--- src/rtl/reg_scoreboard.sv ---
// rtl/reg_scoreboard.sv - per-register pending-write scoreboard with issue stall, flush and drain handshake
module reg_scoreboard #(
  parameter int INDEX_WIDTH = 3,
  parameter int CNT_WIDTH   = 2
) (
  input  logic                      clk,
  input  logic                      rst,
  input  logic                      issue_valid,
  input  logic                      issue_we,
  input  logic [INDEX_WIDTH-1:0]    issue_rd,
  input  logic                      issue_use_rs1,
  input  logic [INDEX_WIDTH-1:0]    issue_rs1,
  input  logic                      issue_use_rs2,
  input  logic [INDEX_WIDTH-1:0]    issue_rs2,
  output logic                      stall,
  output logic                      issue_accept,
  input  logic                      wb_valid,
  input  logic [INDEX_WIDTH-1:0]    wb_rd,
  input  logic                      flush,
  input  logic                      drain_req,
  output logic                      drain_done,
  output logic [(1<<INDEX_WIDTH)-1:0] busy,
  output logic                      wb_err
);
  localparam int NREG = 1 << INDEX_WIDTH;
  localparam logic [CNT_WIDTH-1:0] CMAX = '1;

  typedef enum logic [1:0] {ST_RUN, ST_DRAIN, ST_DONE} state_e;

  state_e                state_q, state_d;
  logic [CNT_WIDTH-1:0]  cnt_q [NREG];
  logic [CNT_WIDTH-1:0]  cnt_d [NREG];
  logic [NREG-1:0]       busy_q, busy_d;
  logic                  drain_done_q, drain_done_d;
  logic                  wb_err_q, wb_err_d;
  logic                  haz;

  // Only registered counts feed the hazard: a same-cycle WB cannot bypass the stale regfile read.
  always_comb begin
    haz = (issue_use_rs1 && (cnt_q[issue_rs1] != '0)) ||
          (issue_use_rs2 && (cnt_q[issue_rs2] != '0)) ||
          (issue_we      && (cnt_q[issue_rd]  == CMAX));
    stall        = issue_valid && (haz || (state_q != ST_RUN));
    issue_accept = issue_valid && !stall;
  end

  always_comb begin
    state_d = state_q;
    case (state_q)
      ST_RUN:   if (drain_req) state_d = ST_DRAIN;
      // busy_q mirrors cnt_q != 0, so it doubles as the registered all-idle test
      ST_DRAIN: if (!drain_req) state_d = ST_RUN;
                else if (busy_q == '0) state_d = ST_DONE;
      ST_DONE:  if (!drain_req) state_d = ST_RUN;
      default:  state_d = ST_RUN;
    endcase
    drain_done_d = (state_d == ST_DONE);
  end

  always_comb begin
    logic inc, dec;
    wb_err_d = wb_err_q || (wb_valid && (cnt_q[wb_rd] == '0));
    for (int i = 0; i < NREG; i++) begin
      inc = issue_accept && issue_we && (issue_rd == INDEX_WIDTH'(i));
      dec = wb_valid && (wb_rd == INDEX_WIDTH'(i)) && (cnt_q[i] != '0);
      cnt_d[i] = cnt_q[i];
      if (flush)            cnt_d[i] = '0;
      else if (inc && !dec) cnt_d[i] = cnt_q[i] + CNT_WIDTH'(1);
      else if (dec && !inc) cnt_d[i] = cnt_q[i] - CNT_WIDTH'(1);
      busy_d[i] = (cnt_d[i] != '0);
    end
  end

  always_ff @(posedge clk) begin
    if (rst) begin
      state_q      <= ST_RUN;
      busy_q       <= '0;
      drain_done_q <= 1'b0;
      wb_err_q     <= 1'b0;
      for (int i = 0; i < NREG; i++) cnt_q[i] <= '0;
    end else begin
      state_q      <= state_d;
      busy_q       <= busy_d;
      drain_done_q <= drain_done_d;
      wb_err_q     <= wb_err_d;
      for (int i = 0; i < NREG; i++) cnt_q[i] <= cnt_d[i];
    end
  end

  assign busy       = busy_q;
  assign drain_done = drain_done_q;
  assign wb_err     = wb_err_q;
endmodule

--- config.mk ---
export PLATFORM = sky130hd
export DESIGN_NAME = reg_scoreboard
export DESIGN_NICKNAME = d
export VERILOG_FILES = /design/src/rtl/reg_scoreboard.sv
export SDC_FILE = /design/constraint.sdc
export NUM_CORES = 1
export LEC_CHECK = 0
export CAP_MARGIN = 30
export CORE_UTILIZATION = 49
export DETAILED_ROUTE_END_ITERATION = 6
export PLACE_DENSITY = 0.73
export RECOVER_POWER = 25
export SLEW_MARGIN = 20
export SYNTH_ARGS = -nofsm -noshare
export SYNTH_HDL_FRONTEND = slang
export SYNTH_SLANG_ARGS = --single-unit
--- constraint.sdc ---
create_clock -name clk -period 3.4 [get_ports clk]
set_input_delay 1.02 -clock clk [delete_from_list [all_inputs] [get_ports clk]]
set_output_delay 1.02 -clock clk [all_outputs]
set_load 0.01 [all_outputs]
==> metrics.csv, run 1 <==
metric,value,unit
outcome,finished with violations,
failing checks,setup timing,
"top cells by area, synth","dfxtp_1 25%, nand2_1 5.9%, ha_1 4.5%, nor3_1 4.5%, inv_1 3.2%",
synthesized instance count,284,
endpoint class of the critical path,output pin,
Worst Skew,3.077,ps
clock-pin slew on the worst setup and hold paths,100,ps
Placed Cells,397,
FF-to-FF setup slack,880,ps
"crit path setup slack, layout",-210.9,ps
Max VDD drop,151.6,uV
Slew @ Worst Pin,688.1,ps
worst min path class,reg -> reg,
Final Max Tran Viols,0,
max_slew headroom,53.95,%
Final Setup Violations,2,
Max-cap violations,0,
post-route ant nets,0,
Avg Inst Size Synth,7.811,sq um
P_sw,0.2047,mW
Post-synth EDFFs,0,
initial antenna violation count,0,
CTS Hold Bufs,0,
part of the power in registers,46.3,%
Crit Reg-Reg Endpoint,busy[6]$_SDFF_PP0_,
kind of start point of the critical path,primary input,
Post-DP HPWL,4.942,mm
synthesis-stage register bit count,28,
die height,69.29,um
CP max FO,6,
Gate power share,24.1,%
pwr dens,239.6,mW/mm^2
gpl congestion,0.8873,
die width,69.29,um
layout cell share with drive strength beyond 1,22.29,%
Die ar.,0.004800,sq mm
"Req. time, crit path",2380,ps
crit-path cells,buf_8 > or3b_1 > a21oi_2 > o22ai_2 > or4_4 > nor2_4 > and2_1 > buf_2,
TritonCTS clock tree,yes,
synth-to-layout area growth,36.60,%
GRT Total Usage,26.88,%
Initial Util,50.95,%
# port buffers,32,
WL final,6.424,mm
"Arr. time, crit path",2590,ps
drt first-iter violations,209,
Final Cell Area,0.003030,sq mm
RSZ-0062 raised after global routing,yes,
Fin Hold WS,490.7,ps
largest net degree at the start of global routing,18,
slowest CP cell,or4_4,
# rows,24,
Final Hold Violating Endpoints,0,
post-synthesis cell area,0.002218,sq mm
vias per cell,6.077,
f_max,276.9,MHz
Async SR Flop Fraction,0,%
CTS root buffer,clkbuf_8,
yosys warns,0,
via count,2443,
total congestion overflow,0,
crit path to,issue_accept,
Switching Fraction,28.19,%
top cell type's share of synthesized area,25.27,%
R2R depth,10,
post-synth cell types,56,
Setup Crit Path Kind,in -> out,
min Tclk post-route,3611,ps
area post-placement,0.002855,sq mm
drt wl/cell,15.98,um
"Primary FF master, synth",dfxtp_1,
Mapped Nets,313,
clk buf depth,2,
Leak,1.168,nW
"area leader, netlist",dfxtp_1,
"Period Utilization, post-route",106.2,%
vias in the first global route,2271,
clk sink count,28,
antenna cells,0,
Layout Nets,380,
DRC,0,
H-tree levels,1,
register area share after synthesis,25.27,%
number of buffers created by CTS,3,
Cell Int Power,0.5214,mW
Clock Power Share,29.6,%
Critical Path Max Stage Delay,510,ps
first-pass GRT wire length,10.44,mm
DR pass1 iterations,6,
Core Area,0.004354,sq mm
Worst-Skew Late Latency,280,ps
final non-filler cell total,402,
I/O Pins,33,
worst setup path startpoint,issue_rs2[1],
dpl ws,-1155,ps
RR Startpoint,cnt_q[0][0]$_SDFF_PP0_,
-- power groups by stage --
| stage | clock network [mW] | registers (mW) | logic [mW] |
|---|---|---|---|
| 2_1_floorplan | 0 | 0.344 | 0.0791 |
| 5_1_grt | 0.233 | 0.337 | 0.188 |
| 4_1_cts | 0.218 | 0.336 | 0.169 |
| 3_3_place_gp | 0 | 0.343 | 0.160 |
| 6_report | 0.215 | 0.336 | 0.175 |
| 3_5_place_dp | 0 | 0.343 | 0.163 |
-- cell families (layout without fill, tap and decap cells) --
| logic type | Yosys count | count (layout) | synth area share, % |
|---|---|---|---|
| AO/OA/AOI/OAI | 64 | 64 | 22.28 |
| XOR/XNOR | 4 | 4 | 1.580 |
| adder cells (fa/ha/maj) | 8 | 8 | 4.512 |
| buffers and inverters | 29 | 95 | 5.189 |
| flip-flops | 28 | 28 | 25.27 |
| multiplexers | 11 | 11 | 6.204 |
| AND/OR/NAND/NOR | 140 | 140 | 34.97 |
-- how the worst min path moves through the flow --
stage,end,cells past startpoint,slack [ps],start
floorplan,busy[0]$_SDFF_PP0_,1,450,cnt_q[0][0]$_SDFF_PP0_
global placement,wb_err$_SDFF_PP0_,2,450,wb_err$_SDFF_PP0_
detailed placement,wb_err$_SDFF_PP0_,2,460,wb_err$_SDFF_PP0_
CTS,wb_err$_SDFF_PP0_,2,490,wb_err$_SDFF_PP0_
global route,wb_err$_SDFF_PP0_,2,530,wb_err$_SDFF_PP0_
finish,wb_err$_SDFF_PP0_,2,490,wb_err$_SDFF_PP0_
-- worst max-delay path: cells and delay by family --
kind	cells	cell delay, ps
AND/OR/NAND/NOR	4	1080
AO/OA/AOI/OAI	2	270
buffers and inverters	2	200
-- state kept, by name (all words and copies together) (netlist names) --
name,count
wb_err,1
cnt_q,16
busy,8
drain_done,1
state_q,2
-- per-layer routing --
| metal | global-route usage (%) | vias to the layer above | routed length (um) |
|---|---|---|---|
| met5 | 0 | - | 0 |
| met4 | 12.24 | 0 | 152 |
| met3 | 2.035 | 16 | 319 |
| met2 | 45.95 | 79 | 3100 |
| met1 | 34.39 | 1143 | 2852 |
| li1 | - | 1205 | - |
-- final cells by class --
| cell class | instances | area, sq um |
|---|---|---|
| well taps | 52 | 65.06 |
| repair buffers | 72 | 621.8 |
| clock buffers | 4 | 55.05 |
| multi-input cells | 227 | 1657 |
| inverters | 19 | 71.32 |
| flip-flops and latches | 28 | 560.5 |
| fillers | 364 | 1324 |
-- through the flow --
step	util [%]	power (mW)	TNS (ps)
5_1_grt	69.60	0.7582	-464.0
4_1_cts	68.53	0.7234	-322.3
3_3_place_gp	65.57	0.5036	-3542
2_1_floorplan	-	0.4228	-95.89
6_report	69.60	0.7261	-361.3
3_5_place_dp	65.57	0.5068	-5256
-- repair_timing --
action / 4_1_cts / 5_1_grt
setup buffers: 1 / 0
pin swaps: 15 / 5
gates resized for setup: 55 / 7
endpoints found under the setup margin: 2 / 2
-- cells in the mapped netlist, drive strengths merged, types with 8 or more instances --
cell type	number
a21oi	15
nor4	9
dfxtp	28
ha	8
nand2b	8
or3	9
nor2	16
nand2	35
nand3	11
inv	19
nor3	20
o21ai	10
-- layout by cell type, fill, tap and decap left out, types with 4 or more instances in the layout --
cell	Yosys	routed
ha_1	8	8
a21oi_1	14	13
buf_4	1	39
nor2_1	16	15
and3_1	4	4
clkbuf_8	0	4
or3_1	9	8
clkdlybuf4s50_1	0	13
o21ai_0	8	7
dlygate4sd3_1	0	7
inv_1	19	19
a211oi_1	7	7
dlygate4sd2_1	0	5
nand2b_1	8	7
nand2_1	35	35
nor4_1	6	4
a311oi_1	5	5
mux2i_1	7	7
nand3_1	11	11
dfxtp_1	28	28
nor3_1	20	18
No activity file was read; power rests on OpenSTA's default activity.
==> run 2: changes to the inputs <==
--- a/config.mk
+++ b/config.mk
@@ -7,6 +7,7 @@
 export LEC_CHECK = 0
 export CAP_MARGIN = 30
 export CORE_UTILIZATION = 49
+export CTS_CLUSTER_SIZE = 25
 export DETAILED_ROUTE_END_ITERATION = 6
 export PLACE_DENSITY = 0.73
 export RECOVER_POWER = 25
==> results of run 2 <==
Same layout as run 1: the final DEF is identical, and so are final timing and power.
==> run 3: changes to the inputs <==
==> constraint.sdc (replaced) <==
create_clock -name clk -period 3.1 [get_ports clk]
set_input_delay 0.93 -clock clk [delete_from_list [all_inputs] [get_ports clk]]
set_output_delay 0.93 -clock clk [all_outputs]
set_load 0.01 [all_outputs]
==> run 3 against run 2 <==
The run still ends with setup timing left. Critical path depth stayed put. Die area stayed put. Utilization is 2.8 points higher. Design area grew 4.0%. Total power increased by 20%. Clock skew is 0.58 ps lower. Clock power grew 40%. Sequential share of layout area is 0.72 points lower. Wire length grew 6.5%. Largest cell class unchanged.
==> metrics.csv, run 3 (synthesized netlist as in run 1, its figures left out) <==
metric,value,unit
clk sink count,28,
die width,69.29,um
dpl ws,-1206,ps
post-route setup TNS,-575.0,ps
RR Startpoint,cnt_q[2][0]$_SDFF_PP0_,
Final Cell Area,0.003153,sq mm
"crit path setup slack, layout",-317.2,ps
min Tclk post-route,3417,ps
Final Setup Violations,2,
Initial Util,50.95,%
Layout Nets,393,
Final Max Tran Viols,0,
CTS root buffer,clkbuf_8,
part of the power in registers,42.3,%
drt first-iter violations,174,
Setup Crit Path Kind,in -> out,
initial antenna violation count,0,
most frequent cells in the layout,"54 x buf_4, 35 x nand2_1, 28 x dfxtp_1",
"Arr. time, crit path",2490,ps
Final Hold Violating Endpoints,0,
Max-cap violations,0,
most flop-heavy register,cnt_q,
largest net degree at the start of global routing,18,
Placed Cells,410,
Worst Skew,2.499,ps
"Period Utilization, post-route",110.2,%
R2R depth,11,
Slew @ Worst Pin,593.0,ps
Post-DP HPWL,5.177,mm
outcome,finished with violations,
Leak,1.244,nW
"Req. time, crit path",2170,ps
TritonCTS clock tree,yes,
crit path to,issue_accept,
"commonest non-fill, non-tap cell in the layout",buf_4,
CTS Hold Bufs,0,
f_max,292.6,MHz
CP max FO,5,
Max VDD drop,193.9,uV
worst setup path startpoint,issue_rs2[1],
Switching Fraction,26.75,%
kind of start point of the critical path,primary input,
Worst-Skew Late Latency,280,ps
Fin Hold WS,514.1,ps
endpoint class of the critical path,output pin,
Core Area,0.004354,sq mm
DRC,0,
max reg flops,16,
DR pass1 iterations,4,
# port buffers,32,
Power Total,0.8711,mW
H-tree levels,1,
vias in the first global route,2477,
Clock Power Share,34.6,%
drt wl/cell,16.48,um
die height,69.29,um
final non-filler cell total,415,
failing checks,setup timing,
P_sw,0.2330,mW
Crit Reg-Reg Endpoint,cnt_q[0][0]$_SDFF_PP0_,
Die ar.,0.004800,sq mm
pwr dens,276.3,mW/mm^2
Gate power share,23.1,%
antenna cells,0,
first-pass GRT wire length,11.30,mm
I/O Pins,33,
max_slew headroom,60.10,%
GRT Total Usage,29.02,%
gpl congestion,0.8787,
area post-placement,0.002957,sq mm
Cell Int Power,0.6380,mW
via count,2531,
clock-pin slew on the worst setup and hold paths,110,ps
post-route ant nets,0,
synth-to-layout area growth,42.13,%
worst min path class,reg -> reg,
layout cell share with drive strength beyond 1,25.34,%
number of buffers created by CTS,3,
Final Util,72.41,%
total congestion overflow,0,
clk buf depth,2,
RSZ-0062 raised after global routing,yes,
FF-to-FF setup slack,500,ps
# rows,24,
vias per cell,6.099,
WL final,6.840,mm
[run 3: power by group through the flow]
stage / combinational, mW / sequential (mW) / clock [mW]
final: 0.201 / 0.369 / 0.301
after global routing: 0.214 / 0.369 / 0.315
after CTS: 0.190 / 0.368 / 0.304
after detailed placement: 0.185 / 0.376 / 0
after global placement: 0.182 / 0.376 / 0
after floorplan: 0.0873 / 0.377 / 0
[run 3: what timing repair did]
action	in CTS	in global routing
setup endpoints to repair	25	2
gates resized for setup	51	11
setup buffers	0	1
pin swaps	10	7
[run 3: worst min path at each step]
stage | start | to | slack [ps] | cells after the start
finish | state_q[1]$_SDFF_PP0_ | drain_done$_SDFF_PP0_ | 510 | 1
global route | cnt_q[0][0]$_SDFF_PP0_ | busy[0]$_SDFF_PP0_ | 540 | 1
CTS | state_q[1]$_SDFF_PP0_ | drain_done$_SDFF_PP0_ | 510 | 1
detailed placement | wb_err$_SDFF_PP0_ | wb_err$_SDFF_PP0_ | 490 | 2
global placement | wb_err$_SDFF_PP0_ | wb_err$_SDFF_PP0_ | 460 | 2
floorplan | cnt_q[0][0]$_SDFF_PP0_ | busy[0]$_SDFF_PP0_ | 450 | 1
[run 3: metal layers]
layer	vias up	part of all wire (%)	global-route usage (%)	routed length [um]
met3	14	5.3	3.052	363
met2	84	49	52.21	3378
met5	-	0	0	0
li1	1229	-	-	-
met4	0	2.4	9.977	165
met1	1204	43	35.72	2933
[run 3: final cells by class]
class	count	area, sq um
clock buffers	3	41.29
clock inverters	1	30.03
fillers	348	1201
inverters	19	71.32
multi-input cells	227	1673
flip-flops and latches	28	560.5
well taps	52	65.06
repair buffers	85	711.9
[run 3: critical path: stages]
cell and delay (ps):
buf_8 80, or3b_4 370, a21oi_2 150, o22ai_2 100, or4_4 510, nor2_4 100
and2_1 110, buf_2 120
